[config.mk]
export PLATFORM = sky130hd
export DESIGN_NAME = bloom_stream_matcher
export DESIGN_NICKNAME = d
export VERILOG_FILES = /design/src/rtl/bloom_stream_matcher.sv
export SDC_FILE = /design/constraint.sdc
export NUM_CORES = 2
export LEC_CHECK = 0
export BUFFER_PORTS_ARGS = -buffer_cell sky130_fd_sc_hd__buf_2
export CORE_UTILIZATION = 35
export DETAILED_ROUTE_END_ITERATION = 10
export HOLD_SLACK_MARGIN = 0.12
export PLACE_DENSITY = 0.61
export SYNTH_ARGS = -nofsm -noshare
export SYNTH_HDL_FRONTEND = slang
export SYNTH_SLANG_ARGS = --single-unit
[constraint.sdc]
create_clock -name clk -period 13.4 [get_ports clk]
set_clock_uncertainty 0.05 [all_clocks]
set_input_delay 2.68 -clock clk [delete_from_list [all_inputs] [get_ports clk]]
set_output_delay 2.68 -clock clk [all_outputs]
set_load 0.005 [all_outputs]
[src/rtl/bloom_stream_matcher.sv]
// Streaming Bloom-filter matcher: tests every byte-aligned window against a bit filter.
// Define BLOOM_POS_EN to build the first-hit byte offset logic; otherwise match_pos_o is 0.
module bloom_stream_matcher #(
   parameter int DATA_BYTES  = 8,
   parameter int WIN_BYTES   = 7,
   parameter int FILTER_BITS = 64,
   parameter int NUM_HASH    = 3,
   parameter int POS_W       = 16,
   parameter int CNT_W       = 16,
   localparam int IDX_W      = $clog2(FILTER_BITS)
) (
   input  logic                    clk,
   input  logic                    rst,
   input  logic                    in_valid_i,
   input  logic                    in_sop_i,
   input  logic [8*DATA_BYTES-1:0] in_data_i,
   input  logic                    flt_wr_en_i,
   input  logic [IDX_W-1:0]        flt_wr_addr_i,
   input  logic                    flt_wr_bit_i,
   input  logic                    flt_clr_i,
   input  logic                    match_en_i,
   input  logic                    match_clr_i,
   output logic                    match_o,
   output logic [POS_W-1:0]        match_pos_o,
   output logic [CNT_W-1:0]        match_cnt_o
);

   localparam int WW = 8 * WIN_BYTES;
   localparam int HW = 8 * (WIN_BYTES - 1);
   localparam int EW = 8 * DATA_BYTES + HW;

   // Rotating by r then folding: bit b lands in fold lane ((b + r) mod WW) mod IDX_W.
   function automatic logic [IDX_W-1:0] hash_idx(input logic [WW-1:0] w, input int k);
      logic [IDX_W-1:0] h;
      int               r;
      h = '0;
      r = (5 * k) % WW;
      for (int b = 0; b < WW; b++) begin
         h[((b + r) % WW) % IDX_W] ^= w[b];
      end
      return h;
   endfunction

   logic [8*DATA_BYTES-1:0] beat_q;
   logic [HW-1:0]           hist_q;
   logic                    hist_vld_q;
   logic                    prev_vld_q;
   logic                    s1_vld_q;
   logic [FILTER_BITS-1:0]  flt_q;
   logic                    match_q, match_d;
   logic [CNT_W-1:0]        cnt_q, cnt_d;
   logic [CNT_W:0]          cnt_sum;
   logic [CNT_W:0]          pop;
   logic [DATA_BYTES-1:0]   hits;
   logic [EW-1:0]           ext;
   logic [WW-1:0]           win;
   logic                    ok;

   always_ff @(posedge clk or posedge rst) begin
      if (rst) begin
         beat_q     <= '0;
         hist_q     <= '0;
         hist_vld_q <= 1'b0;
         prev_vld_q <= 1'b0;
         s1_vld_q   <= 1'b0;
      end else begin
         s1_vld_q <= in_valid_i;
         if (in_valid_i) begin
            beat_q     <= in_data_i;
            hist_q     <= beat_q[8*DATA_BYTES-1 -: HW];
            hist_vld_q <= prev_vld_q & ~in_sop_i;
            prev_vld_q <= 1'b1;
         end
      end
   end

   always_ff @(posedge clk or posedge rst) begin
      if (rst) begin
         flt_q <= '0;
      end else if (flt_clr_i) begin
         flt_q <= '0;
      end else if (flt_wr_en_i) begin
         flt_q[flt_wr_addr_i] <= flt_wr_bit_i;
      end
   end

   // History bytes precede the beat, so they sit below it: window j is ext[8j +: WW].
   assign ext = {beat_q, hist_q};

   always_comb begin
      hits = '0;
      win  = '0;
      ok   = 1'b0;
      for (int j = 0; j < DATA_BYTES; j++) begin
         win = ext[8*j +: WW];
         ok  = s1_vld_q & match_en_i & ((j >= WIN_BYTES - 1) | hist_vld_q);
         for (int k = 0; k < NUM_HASH; k++) begin
            ok = ok & flt_q[hash_idx(win, k)];
         end
         hits[j] = ok;
      end
   end

   always_comb begin
      pop = '0;
      for (int j = 0; j < DATA_BYTES; j++) begin
         pop = pop + (CNT_W+1)'(hits[j]);
      end
   end

   // A coincident clear wipes the old state, then the hit loads on top of it.
   always_comb begin
      match_d = match_clr_i ? 1'b0 : match_q;
      cnt_d   = match_clr_i ? '0 : cnt_q;
      cnt_sum = {1'b0, cnt_d} + pop;
      if (|hits) begin
         match_d = 1'b1;
         cnt_d   = cnt_sum[CNT_W] ? '1 : cnt_sum[CNT_W-1:0];
      end
   end

   always_ff @(posedge clk or posedge rst) begin
      if (rst) begin
         match_q <= 1'b0;
         cnt_q   <= '0;
      end else begin
         match_q <= match_d;
         cnt_q   <= cnt_d;
      end
   end

   assign match_o     = match_q;
   assign match_cnt_o = cnt_q;

`ifdef BLOOM_POS_EN
   logic [POS_W-1:0] base_q, base_d;
   logic [POS_W:0]   base_sum;
   logic [POS_W-1:0] pos_q, pos_d;
   logic [POS_W-1:0] first_off;

   // Start offset of the window ending at beat byte j, clamped to [0, all-ones].
   function automatic logic [POS_W-1:0] win_off(input logic [POS_W-1:0] base, input int j);
      logic [POS_W:0] s;
      s = {1'b0, base} + (POS_W+1)'(j);
      if (s < (POS_W+1)'(WIN_BYTES - 1)) return '0;
      s = s - (POS_W+1)'(WIN_BYTES - 1);
      return s[POS_W] ? '1 : s[POS_W-1:0];
   endfunction

   always_comb begin
      base_sum = {1'b0, base_q} + (POS_W+1)'(DATA_BYTES);
      base_d   = base_q;
      if (in_valid_i) begin
         if (in_sop_i || !prev_vld_q) base_d = '0;
         else                         base_d = base_sum[POS_W] ? '1 : base_sum[POS_W-1:0];
      end
   end

   always_comb begin
      first_off = '0;
      for (int j = DATA_BYTES - 1; j >= 0; j--) begin
         if (hits[j]) first_off = win_off(base_q, j);
      end
      pos_d = match_clr_i ? '0 : pos_q;
      if ((|hits) && !(match_q && !match_clr_i)) pos_d = first_off;
   end

   always_ff @(posedge clk or posedge rst) begin
      if (rst) begin
         base_q <= '0;
         pos_q  <= '0;
      end else begin
         base_q <= base_d;
         pos_q  <= pos_d;
      end
   end

   assign match_pos_o = pos_q;
`else
   assign match_pos_o = '0;
`endif

endmodule

==> reports/summary.txt <==
STATUS
---------------------------------------------------------------------------------
Outcome                                                                 completed

CTS
---------------------------------------------------------------------------------
Post-CTS setup buffer count                                                     0
Clock tree root buffer cell                                             clkbuf_16
Hold bufs inserted after CTS                                                    0
Clock latency on the worst-skew pair                                      0.53 ns
Worst-case clock buffer depth                                                   2
Clock tree from TritonCTS                                                    done
Clk slew on worst S/H paths                                               0.09 ns
TritonCTS buffer count                                                         17
Number of H-tree branching levels                                               4
Number of gates resized after CTS                                               0
Clock net sink count                                                          196

DIE
---------------------------------------------------------------------------------
Vertical die dimension                                                     284 µm
Count of standard-cell rows                                                   103
Die Outline Area                                                       80,600 µm²
Die W                                                                      284 µm
Core outline area                                                      78,700 µm²
Num ports                                                                     112
Initial Utilization                                                         35.3%

WORST SETUP PATH
---------------------------------------------------------------------------------
Source of the worst register-to-register timing path                 beat_q[0]$_DFFE_PP0P_
Critical Path RT                                                         13.76 ns
Endpoint class of the critical path                                      register
Critical path class                                                  register to register
Category of the worst setup path launch point                            register
CP Max Fanout                                                                  16
Standard cell with the maximum stage delay on the critical path            xor3_2
Worst path max stage delay                                                0.57 ns
Arr. time, crit path                                                      9.32 ns
Crit Reg-Reg Endpoint                                                match_cnt_o[8]$_DFF_PP0_
Worst reg2reg setup slack                                                 4.43 ns
Most frequent cell on the critical path                                      fa_1
Worst reg-to-reg path cell count                                               29

YOSYS
---------------------------------------------------------------------------------
Top cell type by total area after synthesis                               dfrtp_1
Area of the mapped netlist                                             27,800 µm²
Most frequent cells after synthesis                                  mux2i_1, nand2_1, clkbuf_1
Post-synth cell types                                                          85
Post-synthesis instance total                                               2,847
Number of enable-type register cells in the synthesized netlist                 0
Sequential element share of the synthesized area                            17.6%
Average footprint of a synthesized cell                                  9.77 µm²
Most used flip-flop cell after synthesis                                  dfrtp_1
Number of synthesized register bits                                           196
Fraction of synthesis flops using an asynchronous set or reset pin           100%
Count of warnings emitted by yosys                                              0
Library cell with the highest instance count after synthesis              mux2i_1
Leading post-synthesis cells by cell area                            dfrtp_1, mux4_2, mux2i_1, mux2_2, xnor2_1
Area share of the largest cell type after synthesis                         17.6%

GRT
---------------------------------------------------------------------------------
GR met1 Demand/Resource                                                     36.1%
Total grt overflow                                                              0
Total global-route track usage                                              28.5%
Via count of the first global-routing pass                                 23,600
Initial antenna violation count                                                 2
Largest net degree at the start of global routing                              91
Routing usage on met2                                                       41.7%
Most used routing layer in global routing                                    met2
Met3 Use GR                                                                 10.0%
First-pass GRT wire length                                                 169 mm

DRT
---------------------------------------------------------------------------------
Count of nets left with antenna violations after detail routing                 0
Remaining routing DRC violations                                                0
WL per Instance                                                           30.9 µm
DRT iter0 DRCs                                                              3,843
WL final                                                                   118 mm
Vias                                                                       25,400
Number of detailed-route iterations in the first pass                           8
Average vias per placed instance                                             6.67

POWER AND IR DROP
---------------------------------------------------------------------------------
Largest voltage drop on the vdd net                                        150 µV
Lkg Pwr                                                                   11.9 nW
P per Cell Area                                                        257 nW/µm²

HOLD PATH
---------------------------------------------------------------------------------
Worst Hold Class                                                     register to register
Hold endpoint                                                        prev_vld_q$_DFFE_PP0P_
Startpoint of the tightest hold check path                           prev_vld_q$_DFFE_PP0P_
Number of stages on the worst hold path                                         1

CELLS AND AREA
---------------------------------------------------------------------------------
Number of standard cells in the final layout excluding fillers              3,809
Layout overhead on the synthesized area                                     7.01%
Net count reported at finish                                                2,842
Filler cells                                                                7,662
Register area                                                            4910 µm²
Proportion of layout cells with a drive suffix above 1                      24.1%
Area of the multi-input gates                                          21,500 µm²

TIMING
---------------------------------------------------------------------------------
Transition time at the pin with the least slew margin                     1.34 ns
Sum of negative setup slack                                                  0 ns
Final Hold Violating Endpoints                                                  0
Max-slew violations                                                             0
RSZ-0062 raised after global routing                                           no
Period minus WS final                                                     8.97 ns
Worst Slack Setup Final                                                   4.43 ns
Period utilization                                                          66.9%
Final number of setup-violating endpoints                                       0
Maximum operating frequency                                               112 MHz
Remaining max-slew budget at the tightest pin                               9.91%

PLACEMENT
---------------------------------------------------------------------------------
Placement Setup Slack                                                     4.52 ns
Count of input and output buffers                                              95
Post-placement cell count                                                   3,776
Last weighted congestion value of the routability-driven placer             0.981
HPWL after DPL                                                            72.7 mm

JOB
---------------------------------------------------------------------------------
Max-Cap Viols                                                                   0

==> final cells by class <==
class	instances	share of cell area [%]
Multi-Input combinational cell	2301	72.2
Sequential cell	196	16.5
Timing Repair Buffer	211	4.53
Tap cell	1050	4.41
Clock buffer	18	1.44
Clock inverter	14	0.706
Inverter	18	0.252
Antenna cell	1	0.00841
==> sequential cells by signal, indices dropped and copies added (netlist names) <==
register	flops
beat_q	64
flt_q	64
hist_q	48
match_cnt_o	16
hist_vld_q	1
match_o	1
prev_vld_q	1
s1_vld_q	1
==> cells by family (layout without fill, tap and decap cells) <==
family / Yosys count / in the layout / synth area share (%)
multiplexers: 791 / 791 / 38.8
AND/OR/NAND/NOR: 719 / 719 / 11.8
flip-flops: 196 / 196 / 17.6
XOR/XNOR: 375 / 375 / 15.9
AO/OA/AOI/OAI: 382 / 382 / 9.20
adder cells (fa/ha/maj): 18 / 18 / 0.918
buffers and inverters: 365 / 261 / 5.79
other: 1 / 17 / 0.0135
==> where the power goes <==
| group | switching [W] | internal [W] |
|---|---|---|
| sequential | 0.0000947 | 0.000635 |
| clock | 0.000302 | 0.000288 |
| combinational | 0.00375 | 0.00257 |
| total | 0.00414 | 0.00350 |
==> worst max path at each step <==
stage / depth (start not counted) / slack, ns / start / end
floorplan: 30 / 5.12 / beat_q[0]$_DFFE_PP0P_ / match_cnt_o[8]$_DFF_PP0_
global placement: 29 / 4.61 / beat_q[0]$_DFFE_PP0P_ / match_cnt_o[8]$_DFF_PP0_
detailed placement: 29 / 4.52 / beat_q[0]$_DFFE_PP0P_ / match_cnt_o[8]$_DFF_PP0_
CTS: 29 / 4.51 / beat_q[0]$_DFFE_PP0P_ / match_cnt_o[8]$_DFF_PP0_
global route: 29 / 4.00 / beat_q[0]$_DFFE_PP0P_ / match_cnt_o[8]$_DFF_PP0_
finish: 29 / 4.43 / beat_q[0]$_DFFE_PP0P_ / match_cnt_o[8]$_DFF_PP0_
==> cells in the final DEF (no fill, tap or decap), types with 13 or more instances in the layout <==
cell and count:
mux2i_1 434, nand2_1 337, mux4_2 212, dfrtp_1 195, xnor2_1 163, mux2_2 142, nor2_1 133, buf_4 117
xor2_1 109, a21oi_1 94, buf_2 94, nand3_1 91, o21ai_0 67, a22oi_1 49, nand4_1 41, a211oi_1 36
xnor3_1 29, nor2b_1 28, xnor2_2 26, o211ai_1 22, and2_1 20, a32oi_1 19, clkbuf_16 17, inv_1 16
conb_1 16, xor3_1 15, a31oi_1 14, ha_1 14, nor3_1 13
==> metal layers <==
metal	vias to the layer above	wire length (µm)
met2	2202	49400
met4	2	8530
met1	12400	43000
met5	-	11
li1	10300	-
met3	609	16700
==> worst max-delay path: cells and delay by family (launching register included) <==
kind | cells | cell delay (ns)
flops | 1 | 0.55
xor+xnor | 5 | 2.06
simple gates | 8 | 1.43
fa+ha+maj | 5 | 2.19
buf+inv | 3 | 0.42
mux | 3 | 1.30
compound gates | 5 | 0.82
==> stage by stage <==
step,hold slack (ns),util [%],instance area [µm²],total power (W)
global placement,0.401,37.0,29100,0.00685
detailed placement,0.402,37.0,29100,0.00686
CTS,0.425,37.8,29800,0.00747
floorplan,0.387,-,27900,0.00555
finish,0.428,37.8,29800,0.00764
global route,0.443,37.8,29800,0.00796
(Power assumes the default switching activity.)
